==> src/rtl/mips_fetch_queue.sv <==
// MIPS32 instruction-fetch front end: issues word reads, tracks in-flight requests,
// buffers returned words in an in-order queue and hands {IR, NPC} to ID.
module mips_fetch_queue #(
  parameter int AW      = 10,
  parameter int DEPTH   = 4,
  parameter int MAX_OUT = 2
) (
  input  logic                   clk1,
  input  logic                   rst,
  input  logic                   halt,
  input  logic                   redirect,
  input  logic [AW-1:0]          redirect_pc,
  output logic                   imem_req,
  output logic [AW-1:0]          imem_addr,
  input  logic                   imem_gnt,
  input  logic                   imem_rvalid,
  input  logic [31:0]            imem_rdata,
  output logic                   id_valid,
  output logic [31:0]            id_ir,
  output logic [31:0]            id_npc,
  input  logic                   id_ready,
  output logic [$clog2(DEPTH):0] q_count
);

  localparam int PW = $clog2(DEPTH);
  localparam int CW = PW + 1;
  localparam int OW = $clog2(MAX_OUT + 1);

  logic [AW-1:0] pc_q, pc_d;
  logic [AW-1:0] resp_pc_q, resp_pc_d;
  logic [PW-1:0] head_q, head_d;
  logic [PW-1:0] tail_q, tail_d;
  logic [CW-1:0] count_q, count_d;
  logic [OW-1:0] out_q, out_d;
  logic [OW-1:0] drop_q, drop_d;

  logic [31:0]   ir_mem  [DEPTH];
  logic [AW-1:0] npc_mem [DEPTH];

  logic [31:0] slots_used;
  logic        issue_ok;
  logic        fire;
  logic        resp;
  logic        push;
  logic        pop;

  // Queue slots are reserved at issue time, so a response can never find the queue full.
  assign slots_used = 32'(count_q) + 32'(out_q);
  assign issue_ok   = !halt && !redirect && (slots_used < 32'(DEPTH)) &&
                      (32'(out_q) < 32'(MAX_OUT));
  assign imem_req   = !rst && issue_ok;
  assign imem_addr  = pc_q;
  assign fire       = imem_req && imem_gnt;

  assign resp = imem_rvalid && (out_q != '0);
  assign push = resp && !redirect && (drop_q == '0);
  assign pop  = id_valid && id_ready && !redirect;

  assign id_valid = (count_q != '0);
  assign id_ir    = id_valid ? ir_mem[head_q] : 32'h0;
  assign id_npc   = id_valid ? {{(32-AW){1'b0}}, npc_mem[head_q]} : 32'h0;
  assign q_count  = count_q;

  always_comb begin
    pc_d      = pc_q;
    resp_pc_d = resp_pc_q;
    head_d    = head_q;
    tail_d    = tail_q;
    count_d   = count_q;
    out_d     = out_q;
    drop_d    = drop_q;
    if (redirect) begin
      // Everything still in flight belongs to the old path and must be discarded.
      pc_d      = redirect_pc;
      resp_pc_d = redirect_pc;
      head_d    = '0;
      tail_d    = '0;
      count_d   = '0;
      out_d     = out_q - OW'(resp);
      drop_d    = out_q - OW'(resp);
    end else begin
      if (fire) begin
        pc_d = pc_q + AW'(1);
      end
      out_d = out_q + OW'(fire) - OW'(resp);
      if (resp && (drop_q != '0)) begin
        drop_d = drop_q - OW'(1);
      end
      if (push) begin
        resp_pc_d = resp_pc_q + AW'(1);
        tail_d    = tail_q + PW'(1);
      end
      if (pop) begin
        head_d = head_q + PW'(1);
      end
      count_d = count_q + CW'(push) - CW'(pop);
    end
  end

  always_ff @(posedge clk1) begin
    if (rst) begin
      pc_q      <= '0;
      resp_pc_q <= '0;
      head_q    <= '0;
      tail_q    <= '0;
      count_q   <= '0;
      out_q     <= '0;
      drop_q    <= '0;
    end else begin
      pc_q      <= pc_d;
      resp_pc_q <= resp_pc_d;
      head_q    <= head_d;
      tail_q    <= tail_d;
      count_q   <= count_d;
      out_q     <= out_d;
      drop_q    <= drop_d;
    end
  end

  // Storage needs no reset: entries are only visible through count_q.
  always_ff @(posedge clk1) begin
    if (!rst && push) begin
      ir_mem[tail_q]  <= imem_rdata;
      npc_mem[tail_q] <= resp_pc_q + AW'(1);
    end
  end

endmodule
==> config.mk <==
export PLATFORM = sky130hd
export DESIGN_NAME = mips_fetch_queue
export DESIGN_NICKNAME = d
export VERILOG_FILES = /design/src/rtl/mips_fetch_queue.sv
export SDC_FILE = /design/constraint.sdc
export NUM_CORES = 1
export LEC_CHECK = 0
export CAP_MARGIN = 20
export CORE_MARGIN = 3
export CORE_UTILIZATION = 49
export DETAILED_ROUTE_END_ITERATION = 8
export PLACE_DENSITY = 0.76
export SLEW_MARGIN = 20
export SYNTH_ARGS = -nofsm -noshare
export SYNTH_HDL_FRONTEND = slang
export SYNTH_SLANG_ARGS = --single-unit
==> constraint.sdc <==
create_clock -name clk1 -period 2.4 [get_ports clk1]
set_input_delay 0.6 -clock clk1 [delete_from_list [all_inputs] [get_ports clk1]]
set_output_delay 0.6 -clock clk1 [all_outputs]
set_load 0.05 [all_outputs]
After elaboration in Yosys (flattened, before gate mapping)
Memories as Yosys holds them, arrays and structs flattened. A register that Yosys moved wholly into a read port is not among the register bits.
Index checks and enable logic that the tools add are counted.
{ "totals": {"rom_bits": 0, "memories": 2, "ramBits": 168, "latchBits": 0, "wordCells": 60, "input_bits": 49, "output_inout_bits": 79, "ff_bits": 31} }
{ "memory_table": {"columns": ["name", "depth", "word_bits", "rd", "rd_ports_with_merged_regs", "write_ports", "line", "text"], "rows": [
  ["ir_mem", 4, 32, 1, 1, 1, "37", "logic [31:0] ir_mem [DEPTH];"],
  ["npc_mem", 4, 10, 1, 1, 1, "38", "logic [AW-1:0] npc_mem [DEPTH];"]
]} }
{ "op_classes": {"n_mul": 0, "order_cmp": 2, "muxes": 15, "bitwise": 0, "n_eq_ne": 0, "addsub": 11, "reduce_logical": 23, "n_div": 0, "shifts": 0} }
{ "op_table": {"columns": ["cell", "count"], "rows": [
  ["$mux W10", 5],
  ["$mux W32", 1],
  ["$add A10 B1 Y10 const B", 2],
  ["$mux W2", 7],
  ["$logic_and A1 B1 Y1", 12],
  ["$reduce_bool A2 Y1", 5],
  ["$add A2 B1 Y2 const B", 2],
  ["$add A3 B2 Y4", 1],
  ["$lt A4 B3 Y1 const B", 1],
  ["$sub A2 B1 Y2", 2],
  ["$add A3 B1 Y3", 1],
  ["$logic_not A1 Y1", 3],
  ["$reduce_bool A3 Y1", 1],
  ["$sub A3 B1 Y3", 1],
  ["$add A2 B1 Y2", 1],
  ["$logic_not A2 Y1", 1],
  ["$lt A2 B2 Y1 const B", 1],
  ["$mux W1", 2],
  ["$reduce_or A2 Y1", 1],
  ["$sub A2 B1 Y2 const B", 1]
]} }

Longest topological paths before layout
{ "depth": {"word_depth": 9, "depth_mapped": 12, "ltp_nobuf": 11} }

Least setup slack after synthesis
OpenSTA, ideal clock, no wires.
{ "synth_timing": {"kind": "reg-to-reg", "from": "reg count_q[1], in the netlist q_count[1]", "to": "reg out_q[1]", "stages_incl_launch_ff": 12, "path_buffers": 0, "synth_period_minus_slack_ps": 2694, "t_required_ps": 2272, "arrival_ps": 2566, "slack_ps": -294, "path_cell_list": "dfxtp_1 -> ha_1 -> a311oi_2 -> and3_4 -> inv_4 -> ha_1 -> inv_1 -> ha_1 -> xnor2_1 -> o21ai_0 -> xnor2_1 -> nor2_1"} }
{ "synth_between": {"elab_chain_cells": 9} }
{ "synth_lines": {"columns": ["element", "line", "text"], "rows": [
  ["from (decl)", "33", "logic [CW-1:0] count_q, count_d;"],
  ["from (signal assigned)", "114", "count_q <= count_d;"],
  ["$add A3 B2 Y4", "48", "assign slots_used = 32'(count_q) + 32'(out_q);"],
  ["$lt A4 B3 Y1", "49", "assign issue_ok = !halt && !redirect && (slots_used < 32'(DEPTH)) &&"],
  ["$logic_and A1 B1 Y1 (2 in series)", "49", null],
  ["$logic_and A1 B1 Y1", "51", "assign imem_req = !rst && issue_ok;"],
  ["$logic_and A1 B1 Y1", "53", "assign fire = imem_req && imem_gnt;"],
  ["$add A2 B1 Y2", "85", "out_d = out_q + OW'(fire) - OW'(resp);"],
  ["$sub A2 B1 Y2", "85", null],
  ["$mux W2", "72", "if (redirect) begin"],
  ["to (signal assigned)", "115", "out_q <= out_d;"],
  ["to (decl)", "34", "logic [OW-1:0] out_q, out_d;"]
]} }
Every way passes these cells.
A chain may end at the register's enable or synchronous reset.

==> impl_results.rst <==
.. list-table::
   :header-rows: 1

   * - Metric
     - Value
   * - Hold path startpoint
     - tail_q[1]$_SDFFE_PP0P_
   * - Clock buffer depth
     - 3
   * - Share of final-layout standard cells stronger than drive strength 1
     - 31.1%
   * - Routed wire length on met3
     - around 1100 microns
   * - Synth top area share
     - approximately three fifths
   * - Top cell type by total area after synthesis
     - sky130_fd_sc_hd__edfxtp_1
   * - Root buffer cell
     - sky130_fd_sc_hd__clkbuf_16
   * - Commonest register cell after synthesis
     - sky130_fd_sc_hd__edfxtp_1
   * - Die span in x
     - 137 microns
   * - Total of buffers placed on input and output ports
     - approximately 110
   * - Clock Sinks
     - 201
   * - Failing checks
     - setup timing
   * - Leakage power total
     - 4.00 nW
   * - Result of the run
     - finished with violations
   * - Async set-or-reset flop fraction in the synthesized netlist
     - 0%
   * - Routed vias/inst
     - approximately 5.5
   * - Post-layout worst setup margin
     - -226 ps
   * - CP required
     - around 1800 ps
   * - Part of the total power dissipated in sequential elements
     - 48.0%
   * - Proportion of synthesized chip area in sequential cells
     - 67.4%
   * - Number of warnings printed during yosys synthesis
     - 0
   * - Number of clock buffers inserted by TritonCTS
     - 22
   * - Library cells used by synthesis
     - 54
   * - Count of nets left with antenna violations after detail routing
     - 0
   * - Initial antenna violation count
     - 0
   * - Vias in the first global route
     - 5,033
   * - Placer Congestion
     - 0.842
   * - Met1 Wirelength
     - 7430 microns
   * - Hold path depth
     - 2
   * - Top fanout value on the critical path
     - 6
   * - Number of max-slew violations in the final report
     - 0
   * - Hold buffers post-CTS
     - 0
   * - Relative slew slack
     - 65.5%
   * - DRC violation count after routing
     - 0
   * - Power Dens Cells
     - around 720 nW/um^2
   * - Top routing layer in use
     - met4
   * - Floorplan Core Area
     - 16,800 sq um
   * - DPL Wire Length
     - around 11,000 microns
   * - Maximum clock frequency
     - 381 MHz
   * - Synth Register Bits
     - 201
   * - Most repeated cell in the gate-level netlist after synthesis
     - sky130_fd_sc_hd__edfxtp_1
   * - Setup tns final
     - -6550 ps
   * - Tcrit/Tclk final
     - 109%
   * - Tightest Pin Transition
     - 515 ps
   * - List of most frequent post-synthesis cells
     - 168 x sky130_fd_sc_hd__edfxtp_1, 42 x sky130_fd_sc_hd__mux4_2, 42 x sky130_fd_sc_hd__nor2b_1
   * - Power spent charging and discharging nets
     - 1.87 mW
   * - Total die area
     - 18,900 sq um
   * - Number of filler cells placed in the layout
     - 1,109
   * - CP max stage delay
     - approximately 510 ps
   * - Total setup violations reported at the end of the flow
     - 43
   * - Starting density of the core
     - 50.5%
   * - Beginning of the worst register-to-register path
     - q_count[1]$_SDFF_PP0_
   * - Synthesized cell area
     - 8470 sq um
   * - Num ports
     - 128
   * - Floorplan row count
     - 47
   * - Largest net degree at the start of global routing
     - 45
   * - Mean cell area of the mapped netlist
     - 16.1 sq um
   * - Worst reg2reg setup slack
     - 100 ps
   * - End of the worst register-to-register path
     - q_count[2]$_SDFF_PP0_
   * - IR Drop Worst-Case VDD
     - 0.399 mV
   * - All-layer global routing usage
     - 17.8%
   * - Area grow syn2layout
     - 33.4%
   * - Number of enable-type register cells in the synthesized netlist
     - 168
   * - Iteration-0 DRC count of the detailed router
     - 398
   * - Share of total power in combinational logic
     - 11.3%
   * - Startpoint kind of the worst setup timing path
     - register
   * - Switching share of power
     - a little under a quarter
   * - Vert. Die Dim
     - between 100 and 150 microns
   * - Crit path kind
     - reg2out
   * - Worst hold path endpoint
     - tail_q[1]$_SDFFE_PP0P_
   * - Post-layout min period
     - approximately 2600 ps
   * - Router iterations before antenna repair
     - 4
   * - H-tree depth
     - 1
   * - Sum of routed wire length over all layers
     - 17,900 microns
   * - Clk slew on worst S/H paths
     - 60 ps
   * - Global route total overflow
     - 0
   * - Routed WL per cell
     - 19.7 microns
   * - Cells taking the most area after synthesis
     - sky130_fd_sc_hd__edfxtp_1 60%, sky130_fd_sc_hd__mux4_2 11%, sky130_fd_sc_hd__dfxtp_1 7.8%
   * - Crit end category
     - output port
   * - Number of hold violations in the final report
     - 0
   * - Antenna Diode Count
     - 0
   * - Syn Inst Count
     - 525
   * - Clock tree skew after final layout
     - just over 9 ps
   * - Critical Path, Cell by Cell
     - buf_8 > buf_12 > mux4_2 > nor2b_1 > buf_6
   * - Maximum capacitance violations
     - 0
   * - Slowest cell on crit path
     - sky130_fd_sc_hd__mux4_2
   * - First-pass GRT wire length
     - approximately 26,000 microns
   * - Wire length on met2
     - 9020 microns
   * - Via count
     - 4,999
   * - Clock tree from TritonCTS
     - done
   * - Type of the tightest min-delay check
     - reg2reg
   * - Core occupancy in the finished layout
     - 67.4%
   * - Cells on worst reg2reg path
     - 11
   * - Worst-Skew Late Latency
     - around 500 ps
   * - Unrepaired setup endpoints after global routing
     - yes
   * - Arrival @ worst endpoint
     - 2030 ps
   * - Final net count
     - 738
   * - Internal power consumption
     - about 6.3 mW
   * - Power share of the clock group
     - approximately two fifths
[critical path: cells and delay by family (launching register included)]
kind                   cells  cell delay (ps)
multiplexers               1              510
buffers and inverters      3              440
flip-flops                 1              410
AND/OR/NAND/NOR            1              170
[state kept, by name (all words and copies together) (netlist names), named ones only]
register   count
drop_q         2
ir_mem       128
tail_q         2
imem_addr     10
out_q          2
npc_mem       40
q_count        3
resp_pc_q     10
head_q         2
[power by group through the flow]
stage	clock (mW)	sequential (mW)	combinational (mW)
floorplan	0	4.01	0.519
global placement	0	3.98	0.809
detailed placement	0	3.98	0.837
CTS	3.40	3.91	0.848
global route	3.52	3.92	0.985
finish	3.33	3.92	0.924
[worst max-delay path by stage]
stage	from	to	cells after the start
floorplan	q_count[1]$_SDFF_PP0_	out_q[1]$_SDFF_PP0_	11
finish	register	id_ir[17]	5
global placement	redirect	q_count[2]$_SDFF_PP0_	11
CTS	register	id_ir[1]	4
global route	register	id_ir[17]	5
detailed placement	redirect	out_q[1]$_SDFF_PP0_	11
[placed cells by master (no fill, tap or decap), types with 14 or more instances in the layout]
master / synthesis / routed
sky130_fd_sc_hd__buf_12: 0 / 14
sky130_fd_sc_hd__nand2_1: 20 / 20
sky130_fd_sc_hd__nor2_1: 16 / 16
sky130_fd_sc_hd__mux4_2: 42 / 42
sky130_fd_sc_hd__conb_1: 1 / 22
sky130_fd_sc_hd__edfxtp_1: 168 / 168
sky130_fd_sc_hd__clkdlybuf4s50_1: 0 / 55
sky130_fd_sc_hd__clkbuf_16: 0 / 28
sky130_fd_sc_hd__nor2b_4: 0 / 24
sky130_fd_sc_hd__inv_1: 19 / 19
sky130_fd_sc_hd__dfxtp_1: 33 / 29
sky130_fd_sc_hd__buf_6: 2 / 39
sky130_fd_sc_hd__buf_4: 22 / 28
sky130_fd_sc_hd__xnor2_1: 15 / 15
[metrics by stage]
step                      worst slack (ps)  power (mW)  hold slack, ps  instances  area, sq um
after global routing                  -294        8.43             531        911        11300
after detailed placement              -379        4.82             496        859         9980
after CTS                             -219        8.16             506        902        10800
after global placement                -297        4.79             479        859         9980
after floorplan                      -89.0        4.53             469        546         8600
final                                 -226        8.17             503        911        11300
[layer usage]
layer	up-vias	GRT usage, %
met5	-	0
met1	2526	24.1
li1	2260	-
met4	0	5.71
met2	182	29.4
met3	31	3.32
[cell families (layout without fill, tap and decap cells)]
logic type	Yosys count	after routing	synth area share (%)
flip-flops	201	201	67.4
AND/OR/NAND/NOR	121	121	8.02
buffers and inverters	68	213	4.25
AO/OA/AOI/OAI	54	54	4.45
multiplexers	45	45	11.5
XOR/XNOR	21	21	2.17
adder cells (fa/ha/maj)	14	14	2.16
other	1	22	0.0443
[layout make-up]
cell class	count	area (sq um)	share of cell area (%)
tap	220	275	2.44
inverter	20	77.6	0.687
multi-input combinational	277	2730	24.1
timing repair buffer	153	1770	15.6
clock buffer	29	628	5.56
clock inverter	11	108	0.952
sequential	201	5720	50.6
[timing repair]
item | 4_1_cts | 5_1_grt
cloned | 0 | 5
setup buffers | 3 | 5
gates resized for setup | 14 | 92
pin swaps | 1 | 5
endpoints found under the setup margin | 46 | 46
(Power assumes the default switching activity.)
==> patch (same flow settings) <==
Set the parameter `MAX_OUT` to 4 (it was 2).
--- a/src/rtl/mips_fetch_queue.sv
+++ b/src/rtl/mips_fetch_queue.sv
@@ -5,3 +5,3 @@
   parameter int DEPTH   = 4,
-  parameter int MAX_OUT = 2
+  parameter int MAX_OUT = 4
 ) (
Behaviour: not the same (Yosys sat finds a counterexample within 4 cycles, from zero or initial values and one cycle with rst high).
==> patch against the unedited design <==
- the run still ends with setup timing left
- area after synthesis up 1.7%
- clock skew down 0.0020 ns
- critical path type unchanged
- wire length up 0.52%
- first-iteration DRC count is 3.8% lower
- power is 4.1% higher
- sequential cell count up 2
- setup slack improved by 0.078 ns
- largest cell class unchanged
- design area shrank 0.81%
==> patch: results (changes against the unedited design) <==
Run status = finished with violations
Setup TNS = -4.55 ns (+1.99 ns)
Reg-to-reg startpoint = out_q[1]
Reg clk slew, reported paths = 0.06 ns (about the same)
Final wirelength = 18000 um (+0.52%)
Clock latency on the worst-skew pair = 0.48 ns
GPL Wtd Cong = 0.836 (-0.71%)
Vias = 5019 (+0.40%)
Failing checks = setup timing
Most used DFF post-synth = edfxtp_1
Share of cells above drive strength 1 = 27.6% (-3.5 points)
Nets = 749 (+1.5%)
Seq/Total Area, Yosys = 66.7% (-0.65 points)
Max_slew headroom = 66.0% (+0.44 points)
LEAKAGE = 3.90 nW (-2.5%)
Main area contributors after synthesis = edfxtp_1 (59%), mux4_2 (11%), dfxtp_1 (8.1%)
Critical path launch point type = flop
DRT iter0 DRCs = 383 (-3.8%)
Peak VDD IR = 0.481 mV (+20%)
Final setup vio count = 44 (+2.3%)
First-pass GRT wire length = 28200 um (+8.1%)
Setup ws final = -0.148 ns (+0.0780 ns)
Async SR Flop Fraction = 0% (unchanged)
Largest net degree at the start of global routing = 45 (unchanged)
Layout Skew = 0.00709 ns (-0.00196 ns)
R2R depth = 12 (+1)
Registers with the most flip-flops = ir_mem x128, npc_mem x40
DR pass1 iterations = 6 (+2)
Ys Warns = 0 (unchanged)
R2r setup slk = -0.07 ns (-0.17 ns)
Number of global-route vias before repair = 5240 (+4.1%)
HPWL Detailed = 11300 um (+3.7%)
GRT Resource Usage Total = 18.0% (+0.24 points)
CP endpoint = id_ir[0]
Data arrival, critical path = 1.95 ns (-0.08 ns)
R2r endpoint = out_q[2]
H-tree levels = 1 (unchanged)
Yosys cell types = 50 (-7.4%)
Most frequent cells after synthesis = edfxtp_1 (168), nor2b_1 (43), mux4_2 (42)
Worst-path fanout max = 13 (+7)
Fillers = 1133 (+2.2%)
-- patch: cell families (layout without fill, tap and decap cells) --
family                   after synthesis  in the layout  share of synthesized area (%)
adder cells (fa/ha/maj)               18             18                           2.79
buffers and inverters                 66            202                           3.97
AND/OR/NAND/NOR                      135            135                           8.93
flip-flops                           203            203                           66.7
AO/OA/AOI/OAI                         48             48                           4.02
multiplexers                          42             42                           11.0
XOR/XNOR                              25             25                           2.54
other                                  1             22                         0.0435
-- patch: cell type report --
cell class	instances	share of cell area, %
Inverter	17	0.569
Clock inverter	8	0.324
Multi-Input combinational cell	290	24.3
Timing Repair Buffer	148	15.5
Sequential cell	203	51.4
Clock buffer	29	5.43
Tap cell	220	2.46
-- patch: worst min path at each step --
stage	startpoint	to	slack [ns]
5_1_grt	tail_q[1]	tail_q[1]	0.53
4_1_cts	tail_q[1]	tail_q[1]	0.51
3_3_place_gp	tail_q[1]	tail_q[1]	0.48
2_1_floorplan	tail_q[1]	tail_q[1]	0.47
3_5_place_dp	tail_q[1]	tail_q[1]	0.51
6_report	tail_q[1]	tail_q[1]	0.51
-- patch: power by group --
part / switching, mW / internal, mW
Sequential: 0.0961 / 3.94
Clock: 1.22 / 1.77
Combinational: 0.857 / 0.627
Total: 2.17 / 6.34
-- patch: timing repair --
action,CTS,global route
gates cloned,0,2
resized for setup,42,36
setup buffers,1,2
setup endpoints to repair,46,50
pin swaps,7,12
-- patch: through the flow --
step	area, um^2	instances	worst slack, ns
final	11200	915	-0.148
after global routing	11200	915	-0.222
after CTS	11000	911	-0.185
after detailed placement	10200	873	-0.614
after global placement	10200	873	-0.535
after floorplan	8760	559	-0.205
-- patch: critical path: stages, from the launching register on --
cell and delay [ns]:
dfxtp_4 0.43, buf_12 0.19, mux4_2 0.51, nor2b_1 0.18
buf_6 0.16
-- patch: metal layers --
layer / global-route usage (%) / wire, um / part of all wire [%]
met1: 25.0 / 7770 / 43
met2: 30.0 / 8820 / 49
met3: 3.66 / 1170 / 6.5
met4: 3.90 / 241 / 1.3
met5: 0 / 0 / 0
